--- config.mk ---
export PLATFORM = sky130hd
export DESIGN_NAME = ads868x_scan_sched
export DESIGN_NICKNAME = d
export VERILOG_FILES = /design/src/rtl/ads868x_scan_sched.sv
export SDC_FILE = /design/constraint.sdc
export NUM_CORES = 1
export LEC_CHECK = 0
export CORE_MARGIN = 4
export CORE_UTILIZATION = 60
export CTS_CLUSTER_SIZE = 16
export DETAILED_ROUTE_END_ITERATION = 6
export PLACE_DENSITY = 0.83
export SLEW_MARGIN = 20
export SYNTH_ARGS = -nofsm -noshare
export SYNTH_HDL_FRONTEND = slang
export SYNTH_SLANG_ARGS = --single-unit
--- constraint.sdc ---
create_clock -name clk -period 11.66 [get_ports clk]
set_clock_uncertainty 0.15 [all_clocks]
set_input_delay 2.332 -clock clk [delete_from_list [all_inputs] [get_ports clk]]
set_output_delay 2.332 -clock clk [all_outputs]
set_load 0.01 [all_outputs]
--- src/rtl/ads868x_scan_sched.sv ---
// ADS868x scan scheduler: steps the 32-channel analog mux and runs a conversion and a read SPI frame per enabled channel.
// Optional macro ADS868X_SCAN_PPS_SYNC_EN aligns scan_en-started scans to a registered pps rising edge.
module ads868x_scan_sched #(
    parameter int SETTLE_CYCLES = 200,
    parameter int CONV_CYCLES   = 100
) (
    input  logic        clk,
    input  logic        rst,
    input  logic        scan_en,
    input  logic        scan_trig,
    input  logic [31:0] chan_mask,
    input  logic        pps,
    output logic [2:0]  mux_sel,
    output logic [3:0]  mux_en,
    output logic [7:0]  spi_tx_tdata,
    output logic        spi_tx_tvalid,
    input  logic        spi_tx_tready,
    input  logic [7:0]  spi_rx_tdata,
    input  logic        spi_rx_tvalid,
    output logic        spi_rx_tready,
    output logic [31:0] m_axis_tdata,
    output logic        m_axis_tvalid,
    input  logic        m_axis_tready,
    output logic        busy,
    output logic        scan_done
);
    typedef enum logic [3:0] {
        S_IDLE, S_BBM, S_SETTLE, S_CONV_TX, S_CONV_RX, S_CONV_WAIT, S_READ_TX, S_READ_RX, S_OUTPUT
    } state_t;

    localparam logic [31:0] LP_SETTLE_LAST = 32'(SETTLE_CYCLES - 1);
    localparam logic [31:0] LP_CONV_LAST   = 32'(CONV_CYCLES - 1);

    state_t      r_state;
    logic [31:0] r_mask, r_cnt, r_m_data;
    logic [4:0]  r_chan;
    logic [7:0]  r_seq, r_code_hi, r_code_lo;
    logic [1:0]  r_tx_cnt;
    logic [2:0]  r_rx_cnt, r_mux_sel;
    logic [3:0]  r_mux_en;
    logic        r_tx_vld, r_rx_rdy, r_m_vld, r_busy, r_done;
    logic        w_start, w_rx_hs, w_rx_last, w_in_frame, w_in_read;
    logic [5:0]  w_first, w_next;

    // Returns {found, index} of the lowest set bit.
    function automatic logic [5:0] f_lowest(input logic [31:0] mask);
        logic [5:0] res;
        res = 6'd0;
        for (int i = 31; i >= 0; i--)
            if (mask[i]) res = {1'b1, 5'(i)};
        return res;
    endfunction

`ifdef ADS868X_SCAN_PPS_SYNC_EN
    localparam bit LP_PPS_SYNC = 1'b1;
    logic r_pps_d, r_pps_rise;
    always_ff @(posedge clk) begin
        if (rst) begin
            r_pps_d    <= 1'b0;
            r_pps_rise <= 1'b0;
        end else begin
            r_pps_d    <= pps;
            r_pps_rise <= pps & ~r_pps_d;
        end
    end
    assign w_start = scan_trig | (scan_en & r_pps_rise);
`else
    localparam bit LP_PPS_SYNC = 1'b0;
    logic w_unused_pps;
    assign w_unused_pps = pps;
    assign w_start = scan_trig | scan_en;
`endif

    assign w_first    = f_lowest(chan_mask);
    assign w_next     = f_lowest(r_mask & ~((32'd2 << r_chan) - 32'd1));
    assign w_rx_hs    = spi_rx_tvalid & r_rx_rdy;
    assign w_in_read  = (r_state == S_READ_TX) || (r_state == S_READ_RX);
    assign w_in_frame = w_in_read || (r_state == S_CONV_TX) || (r_state == S_CONV_RX);
    // Rx bytes may already arrive while the tx half of the frame is still running.
    assign w_rx_last  = (r_rx_cnt == 3'd4) || (w_rx_hs && r_rx_cnt == 3'd3);

    always_ff @(posedge clk) begin
        if (rst) begin
            r_state   <= S_IDLE;
            r_busy    <= 1'b0;
            r_done    <= 1'b0;
            r_seq     <= 8'd0;
            r_mux_sel <= 3'd0;
            r_mux_en  <= 4'd0;
            r_tx_vld  <= 1'b0;
            r_rx_rdy  <= 1'b0;
            r_m_vld   <= 1'b0;
            r_m_data  <= 32'd0;
            r_tx_cnt  <= 2'd0;
            r_rx_cnt  <= 3'd0;
            r_cnt     <= 32'd0;
        end else begin
            r_done   <= 1'b0;
            r_rx_rdy <= 1'b1;
            if (w_in_frame && w_rx_hs && r_rx_cnt != 3'd4) begin
                r_rx_cnt <= r_rx_cnt + 3'd1;
                if (w_in_read && r_rx_cnt == 3'd0) r_code_hi <= spi_rx_tdata;
                if (w_in_read && r_rx_cnt == 3'd1) r_code_lo <= spi_rx_tdata;
            end
            case (r_state)
                S_IDLE: if (w_start) begin
                    r_mask <= chan_mask;
                    if (!w_first[5]) begin
                        r_done <= 1'b1;
                        r_seq  <= r_seq + 8'd1;
                    end else begin
                        r_chan    <= w_first[4:0];
                        r_mux_sel <= w_first[2:0];
                        r_mux_en  <= 4'd0;
                        r_busy    <= 1'b1;
                        r_state   <= S_BBM;
                    end
                end
                S_BBM: begin
                    r_mux_en <= 4'd1 << r_chan[4:3];
                    r_cnt    <= 32'd0;
                    r_state  <= S_SETTLE;
                end
                S_SETTLE: if (r_cnt == LP_SETTLE_LAST) begin
                    r_tx_vld <= 1'b1;
                    r_tx_cnt <= 2'd0;
                    r_rx_cnt <= 3'd0;
                    r_state  <= S_CONV_TX;
                end else begin
                    r_cnt <= r_cnt + 32'd1;
                end
                S_CONV_TX, S_READ_TX: if (r_tx_vld && spi_tx_tready) begin
                    r_tx_cnt <= r_tx_cnt + 2'd1;
                    if (r_tx_cnt == 2'd3) begin
                        r_tx_vld <= 1'b0;
                        r_state  <= (r_state == S_CONV_TX) ? S_CONV_RX : S_READ_RX;
                    end
                end
                S_CONV_RX: if (w_rx_last) begin
                    r_cnt   <= 32'd0;
                    r_state <= S_CONV_WAIT;
                end
                S_CONV_WAIT: if (r_cnt == LP_CONV_LAST) begin
                    r_tx_vld <= 1'b1;
                    r_tx_cnt <= 2'd0;
                    r_rx_cnt <= 3'd0;
                    r_state  <= S_READ_TX;
                end else begin
                    r_cnt <= r_cnt + 32'd1;
                end
                S_READ_RX: if (w_rx_last) begin
                    r_m_vld  <= 1'b1;
                    r_m_data <= {3'b000, r_chan, r_seq, r_code_hi, r_code_lo};
                    r_state  <= S_OUTPUT;
                end
                S_OUTPUT: if (m_axis_tready) begin
                    r_m_vld <= 1'b0;
                    if (w_next[5]) begin
                        r_chan    <= w_next[4:0];
                        r_mux_sel <= w_next[2:0];
                        r_mux_en  <= 4'd0;
                        r_state   <= S_BBM;
                    end else begin
                        r_done <= 1'b1;
                        r_seq  <= r_seq + 8'd1;
                        // A continuous restart is a new scan start, so the mask is re-latched here.
                        if (scan_en && !LP_PPS_SYNC && w_first[5]) begin
                            r_mask    <= chan_mask;
                            r_chan    <= w_first[4:0];
                            r_mux_sel <= w_first[2:0];
                            r_mux_en  <= 4'd0;
                            r_state   <= S_BBM;
                        end else begin
                            r_busy  <= 1'b0;
                            r_state <= S_IDLE;
                        end
                    end
                end
                default: begin
                    r_busy  <= 1'b0;
                    r_state <= S_IDLE;
                end
            endcase
        end
    end

    assign mux_sel       = r_mux_sel;
    assign mux_en        = r_mux_en;
    assign spi_tx_tdata  = 8'h00;
    assign spi_tx_tvalid = r_tx_vld;
    assign spi_rx_tready = r_rx_rdy;
    assign m_axis_tdata  = r_m_data;
    assign m_axis_tvalid = r_m_vld;
    assign busy          = r_busy;
    assign scan_done     = r_done;
endmodule

**Word-level counts from Yosys, hierarchy flattened**

Cells that the tools add are included.

- Word-level logic and storage cells: 232
- Input port bits: 48
- Memories kept: 0
- Bits in read-only memories: 0
- Register bits after elaboration: 143
- Memory bits (writable): 0
- Bits in latches: 0

- Divide/modulo/power cells: 0
- Equal/unequal tests: 31
- Shift-type cells: 2
- Bitwise gates (word level): 6
- Reductions and logical operators: 34
- Add/subtract/negate cells: 5
- Multipliers: 0
- Mux-type cells: 137
- $lt $le $gt $ge: 0

Operator list:

| kind | number |
|---|---|
| 6-bit two-way mux | 64 |
| 32-bit two-way mux | 7 |
| 32-bit one-hot mux with 4 select lines | 1 |
| 32-bit one-hot mux with 2 select lines | 1 |
| 4-bit two-way mux | 14 |
| 32-bit by 1-bit adder with 32-bit output, second input constant | 1 |
| 32-bit AND | 1 |
| 32-bit by 7-bit == test with 1-bit output, second input constant | 1 |
| 32-bit by 8-bit == test with 1-bit output, second input constant | 1 |
| 8-bit two-way mux | 4 |
| 32-bit inverter | 1 |
| 4-bit one-hot mux with 8 select lines | 1 |
| 2-bit by 5-bit left shift with 32-bit output, first input constant | 1 |
| 32-bit by 1-bit subtractor with 32-bit output, second input constant | 1 |
| 2-bit != test, second input constant | 15 |
| 5-bit two-way mux | 5 |
| 3-bit two-way mux | 8 |
| 5-bit AND reduction | 4 |
| 1-bit two-way mux | 18 |
| 6-bit AND reduction | 3 |
| 4-bit by 3-bit == test with 1-bit output, second input constant | 4 |
| 8-bit one-hot mux with 2 select lines | 1 |
| 3-bit one-hot mux with 2 select lines | 2 |
| 4-bit one-hot mux with 3 select lines | 1 |
| other kinds (33) | 55 |

**Logic depth before layout (Yosys ltp)**

- Depth after elaboration: 39
- Mapped depth: 17
- Depth with buffers taken out: 11

**Worst setup path before layout**

Ideal clock, no wire load.

- Kind: input -> register
- Start point: input port chan_mask[15]
- End point: register r_m_data[10] (netlist: m_axis_tdata[10])
- Library setup time: 70 ps
- Path slack: 7,137 ps
- Required time: 11,440 ps
- Buffers on the path: 2
- Stages on the path: 10
- Arrival: 4,303 ps
- Path through: nor4_1 nand4_1 or2_2 o21ai_0 or3_1 or3_1 clkbuf_1 buf_2 nand2_1 a21oi_1

RTL lines:

| element | RTL line | source |
|---|---|---|
| from (decl) | 11 | `input logic [31:0] chan_mask,` |
| to (signal assigned) | 153 | `r_m_data <= {3'b000, r_chan, r_seq, r_code_hi, r_code_lo};` |
| to (decl) | 35 | `logic [31:0] r_mask, r_cnt, r_m_data;` |

==> out/qor.yml <==
status:
  run_status: "complete, no violations"
route:
  route.detailed.drc: 0
  drtIter0Drc: 749
  drt-vias-per-instance: 6.304
  wl_per_cell_um: 17.19
  vias: 6840
  wirelength_mm: 18.65
  drtAntennaViolNets: 0
  first_pass_iters: 6
pwr:
  powerDensity_nw_per_um2: 180.0
  peakVddDrop_mv: 0.09630
  pwr-share-clk: 0.325
  seq_power_share: 0.393
  switchingPower_uw: 548.0
  p_leak_uw: 0.003048
  p_int_uw: 1042
  netSwitchingFraction: 0.3447
  combinationalPowerShare: 0.281
global_routing:
  grt_pass1_vias: 6502
  grtUsageMet3: 0.05223
  grt.busiest_layer: "met2"
  grt.overflow.total: 0
  use_met1: 0.3287
  antenna_found_initial: 0
  grt_pass1_wl_mm: 30.82
  grt_max_degree: 50
  grt_use_met2: 0.4600
  track_usage: 0.2670
die:
  ios: 100
  dieHeight_um: 118.9
  rows: 40
  die_w_um: 118.9
  core_area_um2: 12010
  start_util: 0.6145
  die_area_um2: 14140
logic_synthesis:
  syn_inst: 857
  synth_common_cells: "nand2_1 (118), dfxtp_1 (90), nor2_1 (77), a21oi_1 (71), edfxtp_1 (52)"
  synth-edff-count: 52
  async_flop_share: 0
  netlist_area_um2: 7381
  synth_top_area_cell: "dfxtp_1"
  ys_types: 70
  synth_ff_type: "dfxtp_1"
  yosysMostFrequentCell: "nand2_1"
  synth.top_cell.area_share: 0.2441
  syn_area_per_cell_um2: 8.612
  synth_warnings: 0
  ys_seq_elements: 142
  synthTopCellsByArea: "dfxtp_1 (24%), edfxtp_1 (21%), nand2_1 (6.0%)"
  ys_seq_area_frac: 0.4557
sta:
  report.final.slew_viol_count: 0
  timing.setup.tns_ns: 0
  hold_viol: 0
  period_share: 0.4869
  grt_setup_unrepaired: "false"
  finalSetupViolCount: 0
  slew_headroom: 0.3209
  max_freq_mhz: 176.2
  period_minus_slack_ns: 5.677
  worst_slew_pin_slew_ns: 1.016
clocking:
  cts_sinks: 142
  insertion_delay_ns: 0.42
  cts_resized: 0
  htreeDepth: 4
  cts_tree: "built"
  clk_pin_slew_ns: 0.06
  cts.root.buffer_cell: "clkbuf_16"
  ctsLongestPathBuffers: 2
  cts_hold_buf: 0
  postCtsSetupBuffers: 0
  numCtsBuffers: 17
layout:
  seq_area_um2: 3363
  fillCellCount: 900
  antenna_cells: 0
  drive_gt1_frac: 0.05864
  syn2layout_area_growth_pct: 19.66
  stdcell_count: 1085
  nets: 981
  multi_input_area_um2: 3685
placement:
  dp_hpwl_mm: 12.94
  gp_congestion: 0.8903
  io_buffers: 87
  placed_cells: 1053
hold_path:
  hold_path_class: "register to register"
critical_path:
  required_ns: 11.85
  cp-end-kind: "register"
  cp-start-kind: "input port"
  worstPathArrival_ns: 5.87
  critical_path_class: "input port to register"
  crit_fanout: 31
run:
  drv_cap: 0
area by class of cell:
| type | count | share of cell area |
|---|---|---|
| repair buffers | 94 | 0.1045 |
| inverters | 29 | 0.01232 |
| multi-input cells | 641 | 0.4172 |
| flip-flops and latches | 142 | 0.3808 |
| clock buffers | 19 | 0.05142 |
| well taps | 147 | 0.02082 |
| clock inverters | 13 | 0.01289 |
through the flow:
stage / hold slack [ns] / utilization / power (uW) / area, um2 / setup slack, ns
after floorplan: 0.2901 / - / 939.8 / 7418 / 7.137
after global placement: 0.2915 / 0.6880 / 1052 / 8264 / 5.781
after detailed placement: 0.2959 / 0.6880 / 1066 / 8264 / 5.619
after CTS: 0.3037 / 0.7353 / 1586 / 8832 / 6.030
after global routing: 0.3271 / 0.7353 / 1666 / 8832 / 5.624
final: 0.3019 / 0.7353 / 1590 / 8832 / 5.983
layout by cell type (no fill, tap or decap), types with 7 or more instances in the layout:
master,n
edfxtp_1,52
nor2b_1,8
o31ai_1,14
xor2_1,22
nor3_1,24
nand2b_1,9
o21ai_0,44
nor2_1,77
nand2_1,118
clkdlybuf4s50_1,87
nand3_1,26
nand4_1,17
a31oi_1,9
buf_4,7
inv_1,29
or4_1,8
or3_1,13
and2_1,15
clkbuf_16,18
nor4_1,24
dfxtp_1,90
a21oi_1,71
ha_1,8
a211oi_1,11
xnor2_1,8
conb_1,11
and3_1,12
sequential cells by signal, summed over array words and instances (netlist names):
name,flops
r_code_hi,8
m_axis_tdata,29
spi_tx_tvalid,1
r_cnt,32
r_chan,5
r_mask,31
mux_sel,3
r_rx_cnt,3
m_axis_tvalid,1
mux_en,4
r_seq,8
r_tx_cnt,2
scan_done,1
spi_rx_tready,1
r_state,4
r_code_lo,8
busy,1
logic make-up after synthesis:
kind of cell | count (synthesis) | synth area share
flops | 142 | 0.4557
buf+inv | 84 | 0.05170
compound gates | 210 | 0.1827
mux | 2 | 0.002712
simple gates | 380 | 0.2575
fa+ha+maj | 8 | 0.01356
xor+xnor | 30 | 0.03560
other cells | 1 | 0.0005081
worst max-delay path, cell delays in order:
cell and delay, ns:
clkdlybuf4s50_1 0.50, nor4_1 0.53, nand4_1 0.18, or2_2 0.40
o21ai_0 0.45, or3_1 0.31, or3_1 0.80, nand2_1 0.15
a21oi_1 0.21
power by group through the flow:
stage / clock network [uW] / registers, uW / logic, uW
6_report: 517 / 625 / 447
3_3_place_gp: 0 / 631 / 422
2_1_floorplan: 0 / 604 / 336
4_1_cts: 523 / 623 / 440
3_5_place_dp: 0 / 633 / 433
5_1_grt: 547 / 631 / 489
per-layer routing:
layer	wire length [um]	vias to the layer above	share of wire
met5	0	-	0
met4	401	0	0.022
met3	1271	37	0.068
met2	9172	302	0.49
met1	7803	3237	0.42
li1	-	3264	-
path summary, 6_finish.rpt:
kind / startpoint / to / slack (ns) / depth (start not counted)
worst max-delay path: chan_mask[5] / m_axis_tdata[0]$_SDFFE_PP0P_ / 5.98 / 9
worst min-delay path: m_axis_tdata[21]$_SDFFE_PP0P_ / m_axis_tdata[21]$_SDFFE_PP0P_ / 0.30 / 2
worst max register to register: r_chan[2]$_DFFE_PP_ / r_mask[15]$_DFFE_PP_ / 6.74 / 11
worst min register to register: m_axis_tdata[21]$_SDFFE_PP0P_ / m_axis_tdata[21]$_SDFFE_PP0P_ / 0.30 / 2
No activity file was read; power rests on OpenSTA's default activity.
